$ cat src/rtl/instr_fetch.sv
// Instruction fetch stage: PC register, fetched-instruction register and
// next-PC selection (JumpReg > Jump > taken Branch > sequential) with a
// sticky HALT state for misaligned register jumps and out-of-range PCs.
module instr_fetch #(
  parameter logic [29:0] RESET_PC  = 30'h0,
  parameter int          MEM_WORDS = 1024
) (
  input  logic        clk,
  input  logic        rst_n,
  input  logic        stall,
  input  logic        Jump,
  input  logic        JumpReg,
  input  logic        Branch,
  input  logic        Zero,
  input  logic [25:0] TargetInstr,
  input  logic [15:0] Imm,
  input  logic [31:0] RegAddr,
  input  logic [31:0] InstrIn,
  output logic [29:0] Addr,
  output logic [31:0] InstrOut,
  output logic [29:0] PCPlus1,
  output logic        Valid,
  output logic        Fault
);

  typedef enum logic [0:0] {
    ST_RUN  = 1'b0,
    ST_HALT = 1'b1
  } state_e;

  // One bit wider than a PC so the range limit itself is representable.
  localparam logic [30:0] MEM_LIMIT = 31'(MEM_WORDS);

  state_e      state_q, state_d;
  logic [29:0] pc_q, pc_d;
  logic [31:0] instr_q, instr_d;
  logic [29:0] pcp1_q, pcp1_d;
  logic        valid_q, valid_d;
  logic        fault_q, fault_d;

  logic [29:0] pc_inc_s;
  logic [29:0] npc_s;
  logic        take_jr_s;
  logic        take_j_s;
  logic        take_br_s;
  logic        redirect_s;
  logic        misalign_s;
  logic        out_of_range_s;

  // Next-PC selection; redirects only count when the held instruction is real.
  always_comb begin
    pc_inc_s       = pc_q + 30'd1;
    take_jr_s      = valid_q & JumpReg;
    take_j_s       = valid_q & Jump;
    take_br_s      = valid_q & Branch & Zero;
    redirect_s     = take_jr_s | take_j_s | take_br_s;
    misalign_s     = take_jr_s & (RegAddr[1:0] != 2'b00);
    npc_s          = pc_inc_s;
    if (take_jr_s) begin
      npc_s = RegAddr[31:2];
    end else if (take_j_s) begin
      npc_s = {pcp1_q[29:26], TargetInstr};
    end else if (take_br_s) begin
      npc_s = pcp1_q + {{14{Imm[15]}}, Imm};
    end else begin
      npc_s = pc_inc_s;
    end
    out_of_range_s = ({1'b0, npc_s} >= MEM_LIMIT);
  end

  // Fetch FSM next-state: advance, squash on redirect, or halt on a fault.
  always_comb begin
    state_d = state_q;
    pc_d    = pc_q;
    instr_d = instr_q;
    pcp1_d  = pcp1_q;
    valid_d = valid_q;
    fault_d = fault_q;
    case (state_q)
      ST_RUN: begin
        if (stall) begin
          state_d = state_q;
        end else if (misalign_s || out_of_range_s) begin
          // PC, InstrOut and PCPlus1 are frozen at the faulting point.
          state_d = ST_HALT;
          valid_d = 1'b0;
          fault_d = 1'b1;
        end else begin
          instr_d = InstrIn;
          pcp1_d  = pc_inc_s;
          pc_d    = npc_s;
          valid_d = ~redirect_s;
        end
      end
      ST_HALT: begin
        valid_d = 1'b0;
        fault_d = 1'b1;
      end
      default: begin
        state_d = ST_HALT;
        valid_d = 1'b0;
        fault_d = 1'b1;
      end
    endcase
  end

  // State registers with asynchronous active-low reset.
  always_ff @(posedge clk or negedge rst_n) begin
    if (!rst_n) begin
      state_q <= ST_RUN;
      pc_q    <= RESET_PC;
      instr_q <= 32'h0000_0000;
      pcp1_q  <= 30'h0;
      valid_q <= 1'b0;
      fault_q <= 1'b0;
    end else begin
      state_q <= state_d;
      pc_q    <= pc_d;
      instr_q <= instr_d;
      pcp1_q  <= pcp1_d;
      valid_q <= valid_d;
      fault_q <= fault_d;
    end
  end

  assign Addr     = pc_q;
  assign InstrOut = instr_q;
  assign PCPlus1  = pcp1_q;
  assign Valid    = valid_q;
  assign Fault    = fault_q;

endmodule

$ cat config.mk
export PLATFORM = sky130hd
export DESIGN_NAME = instr_fetch
export DESIGN_NICKNAME = d
export VERILOG_FILES = /design/src/rtl/instr_fetch.sv
export SDC_FILE = /design/constraint.sdc
export NUM_CORES = 1
export LEC_CHECK = 0
export ABC_AREA = 1
export CELL_PAD_IN_SITES_DETAIL_PLACEMENT = 0
export CELL_PAD_IN_SITES_GLOBAL_PLACEMENT = 1
export CORE_MARGIN = 4
export CORE_UTILIZATION = 34
export DETAILED_ROUTE_END_ITERATION = 7
export PLACE_DENSITY = 0.91
export SLEW_MARGIN = 20
export SYNTH_ARGS = -nofsm -noshare
export SYNTH_HDL_FRONTEND = slang
export SYNTH_SLANG_ARGS = --single-unit
$ cat constraint.sdc
create_clock -name clk -period 2.9 [get_ports clk]
set_input_delay 0.58 -clock clk [delete_from_list [all_inputs] [get_ports clk]]
set_output_delay 0.58 -clock clk [all_outputs]
set_load 0.02 [all_outputs]
### After elaboration in Yosys (flattened, before gate mapping)

Index checks and enable logic that the tools add are counted.

| cells by class | value |
|---|---|
| magnitude comparators | 1 |
| divide/modulo/power cells | 0 |
| shift-type cells | 0 |
| reduce and logical (&&, ||, !) cells | 4 |
| eq/ne operators | 2 |
| mux-type cells | 12 |
| bitwise gates (word level) | 11 |
| $mul | 0 |
| add/sub/neg operators | 2 |

Operator list:

| cell | number |
|---|---|
| $mux 30 | 3 |
| $add 30x1->30 const B | 1 |
| $add 30x30->30 | 1 |
| $ge 30x11->1 const B | 1 |
| $mux 1 | 7 |
| $and 1x1->1 | 5 |
| $ne 2x2->1 const B | 2 |
| $not 1->1 | 4 |
| $pmux 1 s2 | 2 |
| $reduce_and 3->1 | 1 |
| $or 1x1->1 | 2 |
| $reduce_and 2->1 | 1 |
| $reduce_bool 2->1 | 1 |
| $logic_or 1x1->1 | 1 |

| word-level totals | value |
|---|---|
| latch bits | 0 |
| register bits after elaboration | 95 |
| memories kept | 0 |
| bits in writable memories | 0 |
| memory bits (read-only) | 0 |

### Depth between registers and ports, before layout

| logic depth | value |
|---|---|
| depth in word-level cells | 10 |
| gate-level depth with buffers | 23 |
| gate-level depth less buffers | 21 |

### Worst setup path before layout

No wires, ideal clock.

| timing | value |
|---|---|
| kind | input to register |
| start point | input Imm[0] |
| end point | register pc_q[2] (netlist: Addr[2]) |
| arrival time | 2.740 ns |
| buffers on the path | 2 |
| stages | 20 |
| setup slack | 0.042 ns |
| setup time | 0.118 ns |
| cell sequence | ha_1 -> fa_1 -> nand3_1 -> nand2_1 -> nand2_1 -> nand2_1 -> nand2_1 -> nand3b_1 -> nand3_1 -> nand2_1 -> a21boi_0 -> nand2_1 -> nor2_1 -> nand3_1 -> nor2_2 -> nand3_1 -> buf_6 -> buf_6 -> nand2_1 -> nand2_1 |

| on the way | value |
|---|---|
| longest elaborated chain between the ends | 8 |

RTL lines:

| what | line | source |
|---|---|---|
| from (decl) | 16 | `input logic [15:0] Imm,` |
| $add 30x30->30 * | 64 | `npc_s = pcp1_q + {{14{Imm[15]}}, Imm};` |
| $mux 30 * | 63 | `end else if (take_br_s) begin` |
| $mux 30 * | 61 | `end else if (take_j_s) begin` |
| $mux 30 * | 59 | `if (take_jr_s) begin` |
| $ge 30x11->1 | 68 | `out_of_range_s = ({1'b0, npc_s} >= MEM_LIMIT);` |
| $logic_or 1x1->1 | 83 | `end else if (misalign_s \|\| out_of_range_s) begin` |
| $not 1->1 (no source line) | - |  |
| $reduce_and 3->1 (no source line) | - |  |
| to (signal assigned) | 118 | `pc_q <= pc_d;` |
| to (decl) | 35 | `logic [29:0] pc_q, pc_d;` |

Every way passes the cells marked *; elsewhere a longest branch is shown, timed or not.
A chain may end at the register's enable or synchronous reset.

### Worst setup path in the final report

| timing | value |
|---|---|
| start point | input Imm[7] |
| end point | register pcp1_q[20] (netlist: PCPlus1[20]) |

| on the way | value |
|---|---|
| longest elaborated chain between the ends | 8 |

RTL lines:

| what | line | source |
|---|---|---|
| $add 30x30->30 | 64 |  |
| $mux 30 | 63 |  |
| $mux 30 | 61 |  |
| $mux 30 | 59 |  |
| $ge 30x11->1 | 68 |  |
| $logic_or 1x1->1 | 83 |  |
| $not 1->1 (no source line) | - |  |
| $reduce_and 3->1 (no source line) | - |  |
| to (signal assigned) | 120 | `pcp1_q <= pcp1_d;` |
| to (decl) | 37 | `logic [29:0] pcp1_q, pcp1_d;` |

No other way between the ends.

==> metrics.txt <==
DR DRC count=0; GR Overflow Total=0; Pre-antenna DRT Iters=5; CP Class=primary input to flop; Startpoint Class=primary input; post-route insts no fill=2025; worst-path maximum fanout=8; Root Buffer=clkbuf_16; crit path DAT=3.42 ns; via/cell ratio=5.02; Fin. Hold Viols=0; dpl cells=1971; antenna-violating nets left=0; status=finished with violations; Post-synth ARST share=1.00; Sinks on Clock Net=95; DP HPWL=24700 um; die extent in x=162 um; CTS buffer count=9; Clock Path Buffers=2; Seq/Total Area, Yosys=0.295; vias post-DR=10200; Max-Cap Viols=0; synth unique cells=39; layout cells sized above 1=0.305; Final Cycle Share=1.09; Cells after Synth=1339; Hold Buf Count CTS=0; first-pass GRT wire length=52700 um; Peak VDD IR=564 uV; largest net degree at the start of global routing=56; Fin Clk Skew=0.0142 ns; starting density of the core=0.345; Peak Freq=316 MHz; Placer Congestion=0.943; vias in the first global route=9940; antenna cells=0; Worst Max-Slew Pin Slew=0.620 ns; Starting DRT DRC Count=658; total power=9.00 mW; Area contributors post-synth=dfrtp_1, nand2_1, inv_1; WL/cell=17.3 um; die area=26200 sq um; Max H-tree Level=3; Slew Limit Fails=0; Setup Viol. Count Final=95; Synth-to-Final Area Change=71.3%; IO buf count=206; overall global routing resource usage=0.253; failing checks=setup timing; CORE AREA=23400 sq um; # rows=56; endpoint type of the worst setup path=flop; area share of the largest cell type after synthesis=0.295; I/O pins=207; worst-skew pair later-pin latency=0.37 ns; die height=162 um; Synth Cell Area=8060 sq um; Leakage=7.00 nW; Pwr Density=652 nW/um^2; post-layout minimum cycle time=3.16 ns; relative slew slack=0.587; RSZ-0062 raised after global routing=true; Hold Path Class=primary input to asynchronous set/reset pin; clock slew at reported path FFs=0.07 ns; top_reg_cell synth=dfrtp_1; Yosys reg bits=95; Post-synth EDFFs=0; most frequent cell after synthesis=nand2_1; cell taking the most area after synthesis=dfrtp_1; Synth Net Count=1483; Worst EP required=3.15 ns; setup ws final=-0.261 ns; Synth top cells by count=nand2_1, inv_1, nor2_1, dfrtp_1, nand3_1; nets=1845; initial antenna violation count=0; pre-CTS WS=-1.16 ns; final WL=35000 um; CTS tree=built; Ys Warns=0; fillcell total=2201; Syn Area/Cell=6.02 sq um
final timing paths:
path | to | startpoint | cells past startpoint | slack [ns]
max in group asynchronous | Addr[6] | rst_n | 2 | 1.98
max reg2reg | PCPlus1[20] | PCPlus1[7] | 21 | -0.26
min reg2reg | Fault | Fault | 2 | 0.47
max | PCPlus1[20] | Imm[7] | 22 | -0.26
min | InstrOut[4] | rst_n | 1 | 0.22
min in group clk | Fault | Fault | 2 | 0.47
power breakdown:
part / leakage [nW] / total [mW] / internal [mW] / switching (mW)
Clock: 0.129 / 1.21 / 0.599 / 0.615
Sequential: 1.27 / 1.89 / 1.61 / 0.274
Combinational: 5.60 / 5.90 / 2.68 / 3.22
layout make-up:
class / instances / area [sq um] / share of cell area
multi-input cells: 1017 / 6090 / 0.441
flip-flops and latches: 95 / 2380 / 0.172
clock buffers: 10 / 229 / 0.0166
inverters: 177 / 664 / 0.0481
clock inverters: 6 / 53.8 / 0.00389
repair buffers: 401 / 4000 / 0.289
well taps: 319 / 399 / 0.0289
state kept, by name (all words and copies together) (netlist names):
register	cells
Addr	30
Fault	1
InstrOut	32
PCPlus1	30
Valid	1
state_q	1
kinds of logic (layout without fill, tap and decap cells):
kind of cell | after synthesis | count (layout) | share of synthesized area
and+or+nand+nor | 916 | 916 | 0.485
buffers and inverters | 227 | 594 | 0.120
DFF | 95 | 95 | 0.295
AOI/OAI and AO/OA | 61 | 61 | 0.0413
adders and majority gates | 31 | 31 | 0.0490
xor gates and xnor gates | 9 | 9 | 0.00977
per-layer routing:
layer  track usage  routed length [um]  part of all wire  vias up
met4        0.0623                 975             0.028        0
met3        0.0502                2310             0.066       70
met2         0.435               17000              0.49      354
met1         0.327               14700              0.42     4792
li1              -                   -                 -     4956
met5             0                   0                 0        -
per-stage QoR:
| stage | TNS, ns | hold slack [ns] | area (sq um) | util |
|---|---|---|---|---|
| 4_1_cts | -17.71 | 0.246 | 13100 | 0.558 |
| 6_report | -19.86 | 0.219 | 13800 | 0.590 |
| 3_3_place_gp | -95.99 | 0.454 | 11600 | 0.495 |
| 5_1_grt | -29.11 | 0.257 | 13800 | 0.590 |
| 2_1_floorplan | 0 | 0.284 | 8060 | - |
| 3_5_place_dp | -102.71 | 0.461 | 11600 | 0.495 |
cells in the final DEF (no fill, tap or decap), drive strengths merged, types with 4 or more instances in the layout:
cell | synthesis | layout
nand4 | 86 | 86
clkdlybuf4s50 | 0 | 189
nor3 | 10 | 10
nor2 | 123 | 123
inv | 175 | 179
or2 | 12 | 12
xnor2 | 5 | 5
ha | 30 | 30
buf | 32 | 191
and2 | 4 | 4
dlygate4sd2 | 0 | 10
nand3b | 12 | 12
clkbuf | 18 | 16
dfrtp | 95 | 95
xor2 | 4 | 4
o21ai | 13 | 13
nand2 | 573 | 573
a21oi | 37 | 37
nand3 | 91 | 91
a21boi | 4 | 4
worst max-delay path, cell delays in order:
cell           delay, ns
dlygate4sd2_1       0.27
ha_4                0.24
nand2_1             0.13
inv_1               0.08
nand2_1             0.09
nand2_2             0.09
a21oi_2             0.23
nand3_1             0.11
nand3_2             0.10
nand2_2             0.07
nand2_1             0.08
nand2_1             0.07
nor2_1              0.11
nand2_1             0.12
nor2_2              0.13
nand3_2             0.11
nor2_4              0.16
nand3_4             0.14
buf_12              0.21
clkbuf_16           0.19
nand2_2             0.06
nand2_1             0.04
timing repair:
item,in CTS,in global routing
setup endpoints to repair,95,95
gates cloned,9,6
setup buffers,18,9
resized for setup,194,195
pin swaps,50,83
Note: power is estimated with default switching activity, not from simulation.
